==> config.mk <==
export PLATFORM = sky130hd
export DESIGN_NAME = ram_fifo_ctrl
export DESIGN_NICKNAME = d
export VERILOG_FILES = /design/src/rtl/ram_fifo_ctrl.sv
export SDC_FILE = /design/constraint.sdc
export NUM_CORES = 1
export LEC_CHECK = 0
export BUFFER_PORTS_ARGS = -buffer_cell sky130_fd_sc_hd__clkbuf_2
export CORE_ASPECT_RATIO = 0.7
export CORE_UTILIZATION = 40
export DETAILED_ROUTE_END_ITERATION = 6
export HOLD_SLACK_MARGIN = 0.15
export MAX_ROUTING_LAYER = met4
export PLACE_DENSITY = 0.65
export REMOVE_ABC_BUFFERS = 1
export SLEW_MARGIN = 20
export SYNTH_ARGS = -nofsm -noshare
export SYNTH_HDL_FRONTEND = slang
export SYNTH_SLANG_ARGS = --single-unit
==> constraint.sdc <==
create_clock -name clk -period 4.27 [get_ports clk]
set_clock_uncertainty 0.1 [all_clocks]
set_input_delay 0.6405 -clock clk [delete_from_list [all_inputs] [get_ports clk]]
set_output_delay 0.6405 -clock clk [all_outputs]
set_load 0.02 [all_outputs]
==> src/rtl/ram_fifo_ctrl.sv <==
// First-word-fall-through FIFO controller driving an external dual-port ram with 1-cycle registered read.
// Optional high-water mark register enabled by defining RAM_FIFO_HWM_EN.
module ram_fifo_ctrl #(
  parameter int D_WIDTH = 8,
  parameter int A_WIDTH = 5,
  parameter int A_MAX   = 32
) (
  input  logic               clk,
  input  logic               rst_n,
  input  logic               in_valid,
  output logic               in_ready,
  input  logic [D_WIDTH-1:0] in_data,
  output logic               out_valid,
  input  logic               out_ready,
  output logic [D_WIDTH-1:0] out_data,
  output logic [A_WIDTH-1:0] ram_address_write,
  output logic [D_WIDTH-1:0] ram_data_write,
  output logic               ram_write_enable,
  output logic [A_WIDTH-1:0] ram_address_read,
  input  logic [D_WIDTH-1:0] ram_data_read,
  output logic [A_WIDTH:0]   count,
  output logic               full,
  output logic               empty,
  output logic [A_WIDTH:0]   hwm
);

  localparam logic [A_WIDTH:0] C_MAX = (A_WIDTH+1)'(A_MAX);

  logic [A_WIDTH-1:0] r_wr_ptr;
  logic [A_WIDTH-1:0] r_rd_ptr;
  logic [A_WIDTH-1:0] r_last_addr;
  logic [A_WIDTH:0]   r_count;
  logic [A_WIDTH:0]   r_unread;
  logic               r_out_valid;

  logic               w_full;
  logic               w_wr;
  logic               w_pop;
  logic               w_rd;
  logic [A_WIDTH:0]   w_count_next;
  logic [A_WIDTH:0]   w_unread_next;

  // in_ready depends on registered occupancy only, so a full FIFO refuses a word even during a pop.
  assign w_full   = (r_count == C_MAX);
  assign in_ready = ~w_full;
  assign w_wr     = in_valid & ~w_full;
  assign w_pop    = r_out_valid & out_ready;
  assign w_rd     = (r_unread != '0) & (~r_out_valid | out_ready);

  assign w_count_next  = r_count + (A_WIDTH+1)'(w_wr) - (A_WIDTH+1)'(w_pop);
  assign w_unread_next = r_unread + (A_WIDTH+1)'(w_wr) - (A_WIDTH+1)'(w_rd);

  // Writes are suppressed while reset is asserted so the ram is never touched during reset.
  assign ram_write_enable  = w_wr & rst_n;
  assign ram_address_write = r_wr_ptr;
  assign ram_data_write    = in_data;
  // When idle the ram keeps re-reading the presented word, holding data_read stable.
  assign ram_address_read  = w_rd ? r_rd_ptr : r_last_addr;

  assign out_data  = ram_data_read;
  assign out_valid = r_out_valid;
  assign count     = r_count;
  assign full      = w_full;
  assign empty     = (r_count == '0);

  always_ff @(posedge clk) begin
    if (!rst_n) begin
      r_wr_ptr    <= '0;
      r_rd_ptr    <= '0;
      r_last_addr <= '0;
      r_count     <= '0;
      r_unread    <= '0;
      r_out_valid <= 1'b0;
    end else begin
      r_count  <= w_count_next;
      r_unread <= w_unread_next;
      if (w_wr) begin
        r_wr_ptr <= r_wr_ptr + A_WIDTH'(1);
      end
      if (w_rd) begin
        r_last_addr <= r_rd_ptr;
        r_rd_ptr    <= r_rd_ptr + A_WIDTH'(1);
        r_out_valid <= 1'b1;
      end else if (w_pop) begin
        r_out_valid <= 1'b0;
      end
    end
  end

`ifdef RAM_FIFO_HWM_EN
  logic [A_WIDTH:0] r_hwm;

  always_ff @(posedge clk) begin
    if (!rst_n) begin
      r_hwm <= '0;
    end else if (w_count_next > r_hwm) begin
      r_hwm <= w_count_next;
    end
  end

  assign hwm = r_hwm;
`else
  assign hwm = '0;
`endif

endmodule

-- Word level (Yosys, flattened, before mapping)
Index checks and enable logic that the tools add are counted.
- add/subtract/negate cells: 6
- equal/unequal tests: 1
- multiplexer cells: 3
- bitwise gates (word level): 7
- reductions and logical operators: 3
- operators with widths (operator ; count):
    $add 6x1->6 ; 2
    $sub 6x1->6 ; 2
    $add 5x1->5 const B ; 2
    $eq 6x6->1 const B ; 1
    $logic_not 6->1 ; 1
    $reduce_bool 6->1 ; 1
    $mux 5 ; 1
    $and 1x1->1 ; 4
    $mux 1 ; 2
    $not 1->1 ; 2
    $reduce_bool 2->1 ; 1
    $or 1x1->1 ; 1
- bits in registers: 28
- bits of input ports: 20
- output and inout bits: 43
- logic and storage cells: 26

-- Depth between registers and ports, before layout
Gate-level depths: netlist of the first run.
- word-level depth: 5
- depth in mapped cells: 14
- gate-level depth less buffers: 13

-- Worst setup path after synthesis of the first run
OpenSTA, ideal clock, no wires.
- path type: register to register
- from: register r_count[2], in the netlist count[2]
- to: register r_count[4], in the netlist count[4]
- library setup time: 121 ps
- arrival: 2498 ps
- data required time: 4049 ps
- slack: 1550 ps
- stages on the path, launching flop included: 15
- buffers on the path: 1
- period minus slack after synthesis: 2720 ps
- cell sequence: dfxtp_1 inv_1 ha_1 nand3_2 inv_2 buf_6 nor2_1 inv_1 ha_1 inv_1 ha_1 fa_1 a21oi_1 o21bai_1 mux2i_1
- cells in the longest elaborated chain, start to end: 5
- RTL lines (what ; line ; text):
    start, declared ; 32 ; logic [A_WIDTH:0] r_count;
    start signal, assigned ; 75 ; r_count <= w_count_next;
    $eq 6x6->1 ; 44 ; assign w_full = (r_count == C_MAX);
    $not 1->1 ; n/a ;
    named net in_ready ; 11 ; output logic in_ready,
    $and 1x1->1 ; 46 ; assign w_wr = in_valid & ~w_full;
    $add 6x1->6 ; 50 ; assign w_count_next = r_count + (A_WIDTH+1)'(w_wr) - (A_WIDTH+1)'(w_pop);
    $sub 6x1->6 ; 50 ;
The timed path passes the listed nets, and every way through them passes these cells.
A chain may end at the register's enable or synchronous reset.

-- Worst setup path after layout of the first run
- from: register r_unread[2]
- to: register r_unread[4]
- cells in the longest elaborated chain, start to end: 3
- elaborated cells between the ends (all ways): 4
- classes of those cells: 2 x add/sub; 1 x bitwise; 1 x reduce/logical
- RTL lines (what ; line ; text):
    start, declared ; 33 ; logic [A_WIDTH:0] r_unread;
    start signal, assigned ; 76 ; r_unread <= w_unread_next;
    $reduce_bool 6->1 ; 48 ; assign w_rd = (r_unread != '0) & (~r_out_valid | out_ready);
    $and 1x1->1 ; 48 ;
    named net w_rd ; 39 ; logic w_rd;
    $sub 6x1->6 ; 51 ; assign w_unread_next = r_unread + (A_WIDTH+1)'(w_wr) - (A_WIDTH+1)'(w_rd);
The timed path passes the listed nets, and every way through them passes these cells.

==> run summary, run 1 <==
Status -> complete, no violations
Cells after Synth -> 212
Synth-to-layout area growth -> 2.53%
Final ANT Viol Nets -> 0
Non-filler instance count after layout -> 270
Drc violations -> 0
Placed insts -> 267
Arrival time at the worst endpoint -> 2.92 ns
Starting density of the core -> 42.0%
Fmax -> 351 MHz
EDFF count, synth -> 0
Multi-input gate area -> 1010 sq um
TritonCTS clock tree -> done
Crit share post-route -> 66.7%
Worst Hold Class -> register to register
Area of the mapped netlist -> 1830 sq um
Crit start category -> register
Commonest non-fill, non-tap cell in the layout -> dfxtp_1
Hold Buf Count CTS -> 0
Slew Limit Fails -> 0
First-pass GRT wire length -> 5220 um
Total number of vias -> 1374
Nets -> 258
Slew @ Worst Pin -> 0.758 ns
Total negative slack -> 0 ns
WL per Instance -> 12.3 um
Static Leak -> 0.852 nW
TritonCTS Sinks -> 28
First DRT Iteration DRCs -> 28
Post-synth top flop -> dfxtp_1
VDD IR-drop max -> 0.322 mV
Gpl congestion -> 0.766
Input/output buffers -> 24
Min Tclk post-route -> 2.85 ns
Drt total wl -> 3330 um
Vias in the first global route -> 1116
Synth Register Bits -> 28
First drt pass iteration count -> 4
Most frequent cells in the layout -> 28 x dfxtp_1, 24 x clkbuf_2, 19 x ha_1
Global route overflow -> 0
Layout cell share with drive strength beyond 1 -> 14.4%
CTS Buf Count -> 3
Core footprint -> 4350 sq um
Final setup violation count -> 0
RSZ-0062 raised after global routing -> no
# fillers -> 452
Post-DP HPWL -> 2550 um
CTS resizes -> 0
Worst-path clk slew -> 0.09 ns
Ys async rst share -> 0%
Power Density -> 673 nW/um^2
Sequential Area -> 561 sq um
Slew HR -> 49.4%
Largest net degree at the start of global routing -> 28
Boundary Pins -> 63
Diode count -> 0
H-tree levels -> 1
Die footprint -> 4850 sq um
Max FO, Critical Path -> 14
Die span in y -> 58.5 um
Yosys Warn Count -> 0
Clock Tree Buf Depth -> 2
Sequential area share after synthesis -> 30.7%
Syn avg cell area -> 8.62 sq um
GRT Util Overall -> 15.2%
Die W -> 82.8 um
Fin. Hold Viols -> 0
Post-CTS Setup Bufs -> 0
Initial antenna violation count -> 0
Root buffer cell -> clkbuf_8
Worst-skew pair later-pin latency -> 0.27 ns
Synth cell types -> 38
Crit path required time -> 4.34 ns
Cell Rows -> 20
Vias per cell -> 5.09
Critical Path Sink Type -> register
Max-cap violations -> 0
Setup CP Type -> register to register
==> final timing paths <==
kind	cells past startpoint	endpoint	slack (ns)	start
min reg2reg	2	ram_address_write[4]	0.39	ram_address_write[4]
max	11	r_unread[4]	1.42	r_unread[2]
max reg2reg	11	r_unread[4]	1.42	r_unread[2]
min	2	ram_address_write[4]	0.39	ram_address_write[4]
==> worst max-delay path, cell delays in order, from the launching register on <==
cell and delay [ns]:
dfxtp_1 0.33, inv_1 0.08, ha_1 0.19, nor4bb_4 0.65, nor2_1 0.09, ha_1 0.30, inv_1 0.04, ha_1 0.20
fa_1 0.41, a21oi_1 0.14, o21bai_1 0.09, mux2i_1 0.12
==> stage by stage <==
stage	power, mW	setup WS (ns)	hold WS, ns	util, %	instance area, sq um
floorplan	0.959	1.60	0.352	-	1640
global placement	1.12	1.36	0.372	42.1	1830
detailed placement	1.13	1.30	0.382	42.1	1830
CTS	1.27	1.41	0.397	43.0	1870
global route	1.40	1.18	0.411	43.0	1870
finish	1.26	1.42	0.393	43.0	1870
==> Yosys cell counts, types with 2 or more instances <==
library cell  number  area, sq um
a211oi_1           2         15.0
a21o_1             2         15.0
a21oi_1           18         90.1
a311oi_1           2         17.5
and2_1             5         31.3
and4_1             2         17.5
buf_2              3         15.0
buf_4             23          173
clkbuf_1           3         11.3
dfxtp_1           28          561
fa_1               2         40.0
ha_1              19          238
inv_1             16         60.1
mux2i_1            6         60.1
nand2_1           13         48.8
nand2b_1           6         37.5
nand3_1           11         55.1
nand4_1            2         12.5
nor2_1             7         26.3
nor4b_1            4         35.0
o21ai_0            5         25.0
o21ai_1            6         30.0
o21bai_1           2         15.0
o311ai_0           2         17.5
o31ai_1            4         30.0
or3_1              5         31.3
or4_1              2         15.0
xnor2_1            2         17.5
==> where the power goes <==
part / internal, mW / leakage (nW) / switching (mW)
Sequential: 0.334 / 0.230 / 0.0541
Clock: 0.0634 / 0.0216 / 0.0800
Combinational: 0.311 / 0.600 / 0.419
Total: 0.708 / 0.852 / 0.553
==> flip-flops by register name, summed over array words and instances (netlist names) <==
signal,count
count,6
r_unread,6
r_last_addr,5
r_rd_ptr,5
ram_address_write,5
out_valid,1
==> routing by layer <==
metal / up-vias / GRT usage (%) / part of all wire (%)
met4: 0 / 3.69 / 0.99
met1: 610 / 21.6 / 55
met3: 4 / 7.75 / 7.3
met2: 42 / 18.3 / 36
met5: - / - / 0
li1: 718 / - / -
==> cell type report <==
type	count	share of cell area, %
Inverter	18	3.61
Sequential cell	28	29.9
Clock buffer	3	2.20
Multi-Input combinational cell	141	53.8
Timing Repair Buffer	25	6.81
Tap cell	55	3.67
==> cell families after synthesis <==
group	after synthesis	share of synthesized area (%)
simple gates	63	20.5
buf+inv	48	15.2
compound gates	43	14.0
flops	28	30.7
fa+ha+maj	21	15.2
mux	6	3.29
xor+xnor	2	0.959
other cells	1	0.205
Note: power is estimated with default switching activity, not from simulation.
==> inputs of run 2 (changes only) <==
clock period = 2.9 ns   (was 4.27 ns; I/O delays follow)
==> run 2 against run 1 <==
Compared with the run above:
- hold slack about the same
- critical path type unchanged
- final area increased by 1.9%
- sequential power increased by 47%
- largest power group unchanged
- maximum frequency increased by 10%
- die area unchanged
- clock-buffer cell count increased by 1
- critical path depth increased by 2
- non-clock buffer count increased by 3
- flip-flop and latch count unchanged
- highest routed layer unchanged
- sequential share of layout area decreased by 0.57 points
- final cell count increased by 1.5%
==> run summary, run 2 (same netlist as run 1, synthesis figures left out) <==
First DRT Iteration DRCs -> 62 (was 28)
Crit share post-route -> 88.9% (was 66.7%)
Diode count -> 0 (unchanged)
Setup CP Type -> register to register (unchanged)
Non-filler instance count after layout -> 274 (was 270)
Sequential Area -> 561 sq um (unchanged)
Vias in the first global route -> 1162 (was 1116)
H-tree levels -> 1 (unchanged)
VDD IR-drop max -> 0.406 mV (was 0.322 mV)
Crit start category -> register (unchanged)
First-pass GRT wire length -> 5470 um (was 5220 um)
GRT Util Overall -> 15.5% (was 15.2%)
Layout cell share with drive strength beyond 1 -> 16.0% (was 14.4%)
Worst-case reg-to-reg path depth -> 13 (was 11)
Final ANT Viol Nets -> 0 (unchanged)
Synth-to-layout area growth -> 4.52% (was 2.53%)
Nets -> 261 (was 258)
Post-DP HPWL -> 2630 um (was 2550 um)
Power Density -> 1010 nW/um^2 (was 673 nW/um^2)
Total number of vias -> 1377 (was 1374)
Largest net degree at the start of global routing -> 17 (was 28)
First drt pass iteration count -> 4 (unchanged)
Post-CTS Setup Bufs -> 0 (unchanged)
Hold-critical path depth -> 2 (unchanged)
Status -> complete, no violations (unchanged)
Global route overflow -> 0 (unchanged)
Input/output buffers -> 24 (unchanged)
Worst Hold Class -> register to register (unchanged)
Initial antenna violation count -> 0 (unchanged)
Slew Limit Fails -> 0 (unchanged)
Cell Rows -> 20 (unchanged)
Total negative slack -> 0 ns (unchanged)
Commonest non-fill, non-tap cell in the layout -> dfxtp_1 (unchanged)
TritonCTS clock tree -> done (unchanged)
Worst-path clk slew -> 0.10 ns (was 0.09 ns)
# fillers -> 439 (was 452)
Hold Buf Count CTS -> 0 (unchanged)
Worst-skew pair later-pin latency -> 0.28 ns (was 0.27 ns)
Die W -> 82.8 um (unchanged)
TritonCTS Sinks -> 28 (unchanged)
Drc violations -> 0 (unchanged)
Min Tclk post-route -> 2.58 ns (was 2.85 ns)
Fmax -> 388 MHz (was 351 MHz)
Gpl congestion -> 0.816 (was 0.766)
Final setup violation count -> 0 (unchanged)
Clock Tree Buf Depth -> 2 (unchanged)
Die span in y -> 58.5 um (unchanged)
Boundary Pins -> 63 (unchanged)
CTS resizes -> 0 (unchanged)
RSZ-0062 raised after global routing -> no (unchanged)
Fin. Hold Viols -> 0 (unchanged)
Multi-input gate area -> 1010 sq um (unchanged)
Core footprint -> 4350 sq um (unchanged)
Placed insts -> 270 (was 267)
Static Leak -> 0.874 nW (was 0.852 nW)
Min Hold Slack -> 0.393 ns (about the same)
Most frequent cells in the layout -> 28 x dfxtp_1, 24 x clkbuf_2, 19 x ha_1 (unchanged)
Arrival time at the worst endpoint -> 2.68 ns (was 2.92 ns)
Drt total wl -> 3400 um (was 3330 um)
WL per Instance -> 12.4 um (was 12.3 um)
Max-cap violations -> 0 (unchanged)
Crit path required time -> 3.01 ns (was 4.34 ns)
Root buffer cell -> clkbuf_8 (unchanged)
CTS Buf Count -> 3 (unchanged)
Max FO, Critical Path -> 11 (was 14)
Die footprint -> 4850 sq um (unchanged)
Starting density of the core -> 42.0% (unchanged)
Critical Path Sink Type -> register (unchanged)
Vias per cell -> 5.03 (was 5.09)
[run 2: metrics by stage]
stage / worst slack (ns) / instance area (sq um) / power, mW / util (%)
3_5_place_dp: 0.318 / 1850 / 1.68 / 42.6
5_1_grt: 0.124 / 1910 / 2.10 / 43.9
4_1_cts: 0.298 / 1910 / 1.93 / 43.9
6_report: 0.322 / 1910 / 1.92 / 43.9
3_3_place_gp: 0.328 / 1850 / 1.68 / 42.6
2_1_floorplan: 0.227 / 1640 / 1.41 / -
[run 2: final cells by class]
| class | instances | share of cell area, % |
|---|---|---|
| multi-input cells | 141 | 52.8 |
| flip-flops and latches | 28 | 29.4 |
| repair buffers | 28 | 7.86 |
| well taps | 55 | 3.60 |
| inverters | 18 | 3.54 |
| clock buffers | 4 | 2.88 |
[run 2: critical path: stages (launching register included)]
cell,delay [ns]
dfxtp_1,0.38
inv_1,0.07
ha_1,0.22
nand3_2,0.09
inv_2,0.07
nor2_1,0.16
inv_1,0.08
ha_1,0.28
inv_1,0.04
ha_1,0.20
fa_1,0.41
a21oi_1,0.14
o21bai_1,0.08
mux2i_1,0.17
[run 2: worst paths after layout]
path	start	endpoint	slack [ns]
setup / recovery	count[2]	count[4]	0.32
hold / removal	r_rd_ptr[4]	r_rd_ptr[4]	0.39
setup reg to reg	count[2]	count[4]	0.32
hold reg to reg	r_rd_ptr[4]	r_rd_ptr[4]	0.39
[run 2: report_power, final]
part / total [mW] / internal [mW] / switching [mW]
combinational: 1.11 / 0.473 / 0.635
sequential: 0.570 / 0.491 / 0.0784
clock: 0.247 / 0.122 / 0.126
[run 2: per-layer routing]
metal | global-route usage (%) | wire length (um) | vias up
met5 | - | 0 | -
met3 | 7.29 | 252 | 2
met2 | 18.6 | 1200 | 48
met4 | 2.22 | 10 | 0
met1 | 23.2 | 1940 | 600
li1 | - | - | 727
==> inputs of run 3 (changes only) <==
CTS_BUF_LIST = sky130_fd_sc_hd__clkbuf_16   (was unset)
==> run 3 against run 2 <==
Compared with the run above:
- routed wire length about the same
- combinational power about the same
- final cell count unchanged
==> run summary, run 3 (same netlist as run 1, synthesis figures left out) <==
First-pass GRT wire length -> 5440 um (was 5470 um)
Crit path required time -> 2.99 ns (was 3.01 ns)
Worst-skew pair later-pin latency -> 0.26 ns (was 0.28 ns)
Synth-to-layout area growth -> 5.82% (was 4.52%)
CTS Buf Count -> 3 (unchanged)
Total number of vias -> 1375 (was 1377)
Slew Limit Fails -> 0 (unchanged)
Static Leak -> 0.884 nW (was 0.874 nW)
Max-cap violations -> 0 (unchanged)
Post-DP HPWL -> 2630 um (unchanged)
CTS resizes -> 0 (unchanged)
Die W -> 82.8 um (unchanged)
Drt total wl -> 3400 um (about the same)
Max stage delay cell, worst path -> fa_1 (unchanged)
Final WS setup -> 0.325 ns (was 0.322 ns)
Fin util -> 44.4% (was 43.9%)
Boundary Pins -> 63 (unchanged)
TritonCTS Sinks -> 28 (unchanged)
Core footprint -> 4350 sq um (unchanged)
Die span in y -> 58.5 um (unchanged)
Global route overflow -> 0 (unchanged)
Max stage delay on crit path -> 0.41 ns (about the same)
First DRT Iteration DRCs -> 68 (was 62)
First drt pass iteration count -> 4 (unchanged)
Setup CP Type -> register to register (unchanged)
Fmax -> 388 MHz (about the same)
Power Density -> 1030 nW/um^2 (was 1010 nW/um^2)
Status -> complete, no violations (unchanged)
WL per Instance -> 12.4 um (about the same)
Arrival time at the worst endpoint -> 2.66 ns (was 2.68 ns)
Final ANT Viol Nets -> 0 (unchanged)
Max FO, Critical Path -> 11 (unchanged)
Nets -> 261 (unchanged)
Final setup violation count -> 0 (unchanged)
Critical Path Sink Type -> register (unchanged)
GRT Util Overall -> 15.5% (about the same)
Worst-path clk slew -> 0.07 ns (was 0.10 ns)
Total negative slack -> 0 ns (unchanged)
Diode count -> 0 (unchanged)
Crit share post-route -> 88.8% (was 88.9%)
Most frequent cells in the layout -> 28 x dfxtp_1, 24 x clkbuf_2, 19 x ha_1 (unchanged)
Commonest non-fill, non-tap cell in the layout -> dfxtp_1 (unchanged)
Drc violations -> 0 (unchanged)
Post-CTS Setup Bufs -> 0 (unchanged)
Crit start category -> register (unchanged)
Fin. Hold Viols -> 0 (unchanged)
Input/output buffers -> 24 (unchanged)
Worst Hold Class -> register to register (unchanged)
RSZ-0062 raised after global routing -> no (unchanged)
Dpl ws -> 0.318 ns (unchanged)
Gpl congestion -> 0.816 (unchanged)
Vias in the first global route -> 1171 (was 1162)
Clock Power Share -> 16.0% (was 12.8%)
Cell Int Power -> 1.15 mW (was 1.09 mW)
Cells along the critical path -> inv_1 -> ha_1 -> nand3_2 -> inv_2 -> nor2_1 -> inv_1 -> ha_1 -> inv_1 -> ha_1 -> fa_1 -> a21oi_1 -> o21bai_1 -> mux2i_1 (unchanged)
Sw frac -> 42.4% (was 43.6%)
Gate power share -> 55.5% (was 57.6%)
Starting density of the core -> 42.0% (unchanged)
H-tree levels -> 1 (unchanged)
Min Hold Slack -> 0.389 ns (was 0.393 ns)
Clock Tree Buf Depth -> 2 (unchanged)
Critical path buffers and inverters -> 4 (unchanged)
Root buffer cell -> clkbuf_16 (was clkbuf_8)
Initial antenna violation count -> 0 (unchanged)
Hold Buf Count CTS -> 0 (unchanged)
Die footprint -> 4850 sq um (unchanged)
Largest net degree at the start of global routing -> 17 (unchanged)
Vias per cell -> 5.02 (was 5.03)
Min Tclk post-route -> 2.57 ns (was 2.58 ns)
Crit-path leading delay family -> adder cells (unchanged)
TritonCTS clock tree -> done (unchanged)
Layout cell share with drive strength beyond 1 -> 15.5% (was 16.0%)
VDD IR-drop max -> 0.442 mV (was 0.406 mV)
Total power -> 2.00 mW (was 1.92 mW)
Seq pwr share -> 28.5% (was 29.6%)
Sw power -> 0.846 mW (was 0.839 mW)
Cell Rows -> 20 (unchanged)
run 3: final timing paths:
check	startpoint	to	slack [ns]	cells past startpoint
hold reg to reg	r_rd_ptr[4]	r_rd_ptr[4]	0.39	2
hold / removal	r_rd_ptr[4]	r_rd_ptr[4]	0.39	2
setup / recovery	count[2]	count[4]	0.33	13
setup reg to reg	count[2]	count[4]	0.33	13
run 3: through the flow:
stage	cells	area (sq um)
6_report	274	1930
5_1_grt	274	1930
4_1_cts	274	1930
3_5_place_dp	270	1850
3_3_place_gp	270	1850
2_1_floorplan	187	1640
run 3: cell type report:
cell class	instances	area, sq um
Clock buffer	3	75.1
Clock inverter	1	3.75
Fill cell	440	2420
Inverter	18	67.6
Multi-Input combinational cell	141	1010
Sequential cell	28	561
Tap cell	55	68.8
Timing Repair Buffer	28	150
run 3: worst min-delay path, delay by kind of cell (launching register included):
kind,cells,cell delay [ns]
compound gates,2,0.12
flops,1,0.32
run 3: power by group through the flow:
stage | Clock [mW] | Sequential, mW | Combinational (mW)
global placement | 0 | 0.578 | 1.10
CTS | 0.326 | 0.570 | 1.11
detailed placement | 0 | 0.579 | 1.10
floorplan | 0 | 0.616 | 0.797
finish | 0.319 | 0.570 | 1.11
global route | 0.343 | 0.585 | 1.25
run 3: routing by layer:
layer / up-vias / track usage (%) / part of all wire [%]
li1: 728 / - / -
met1: 600 / 22.6 / 57
met4: 0 / 3.69 / 0.79
met3: 5 / 6.82 / 7.2
met5: - / - / 0
met2: 42 / 18.9 / 35
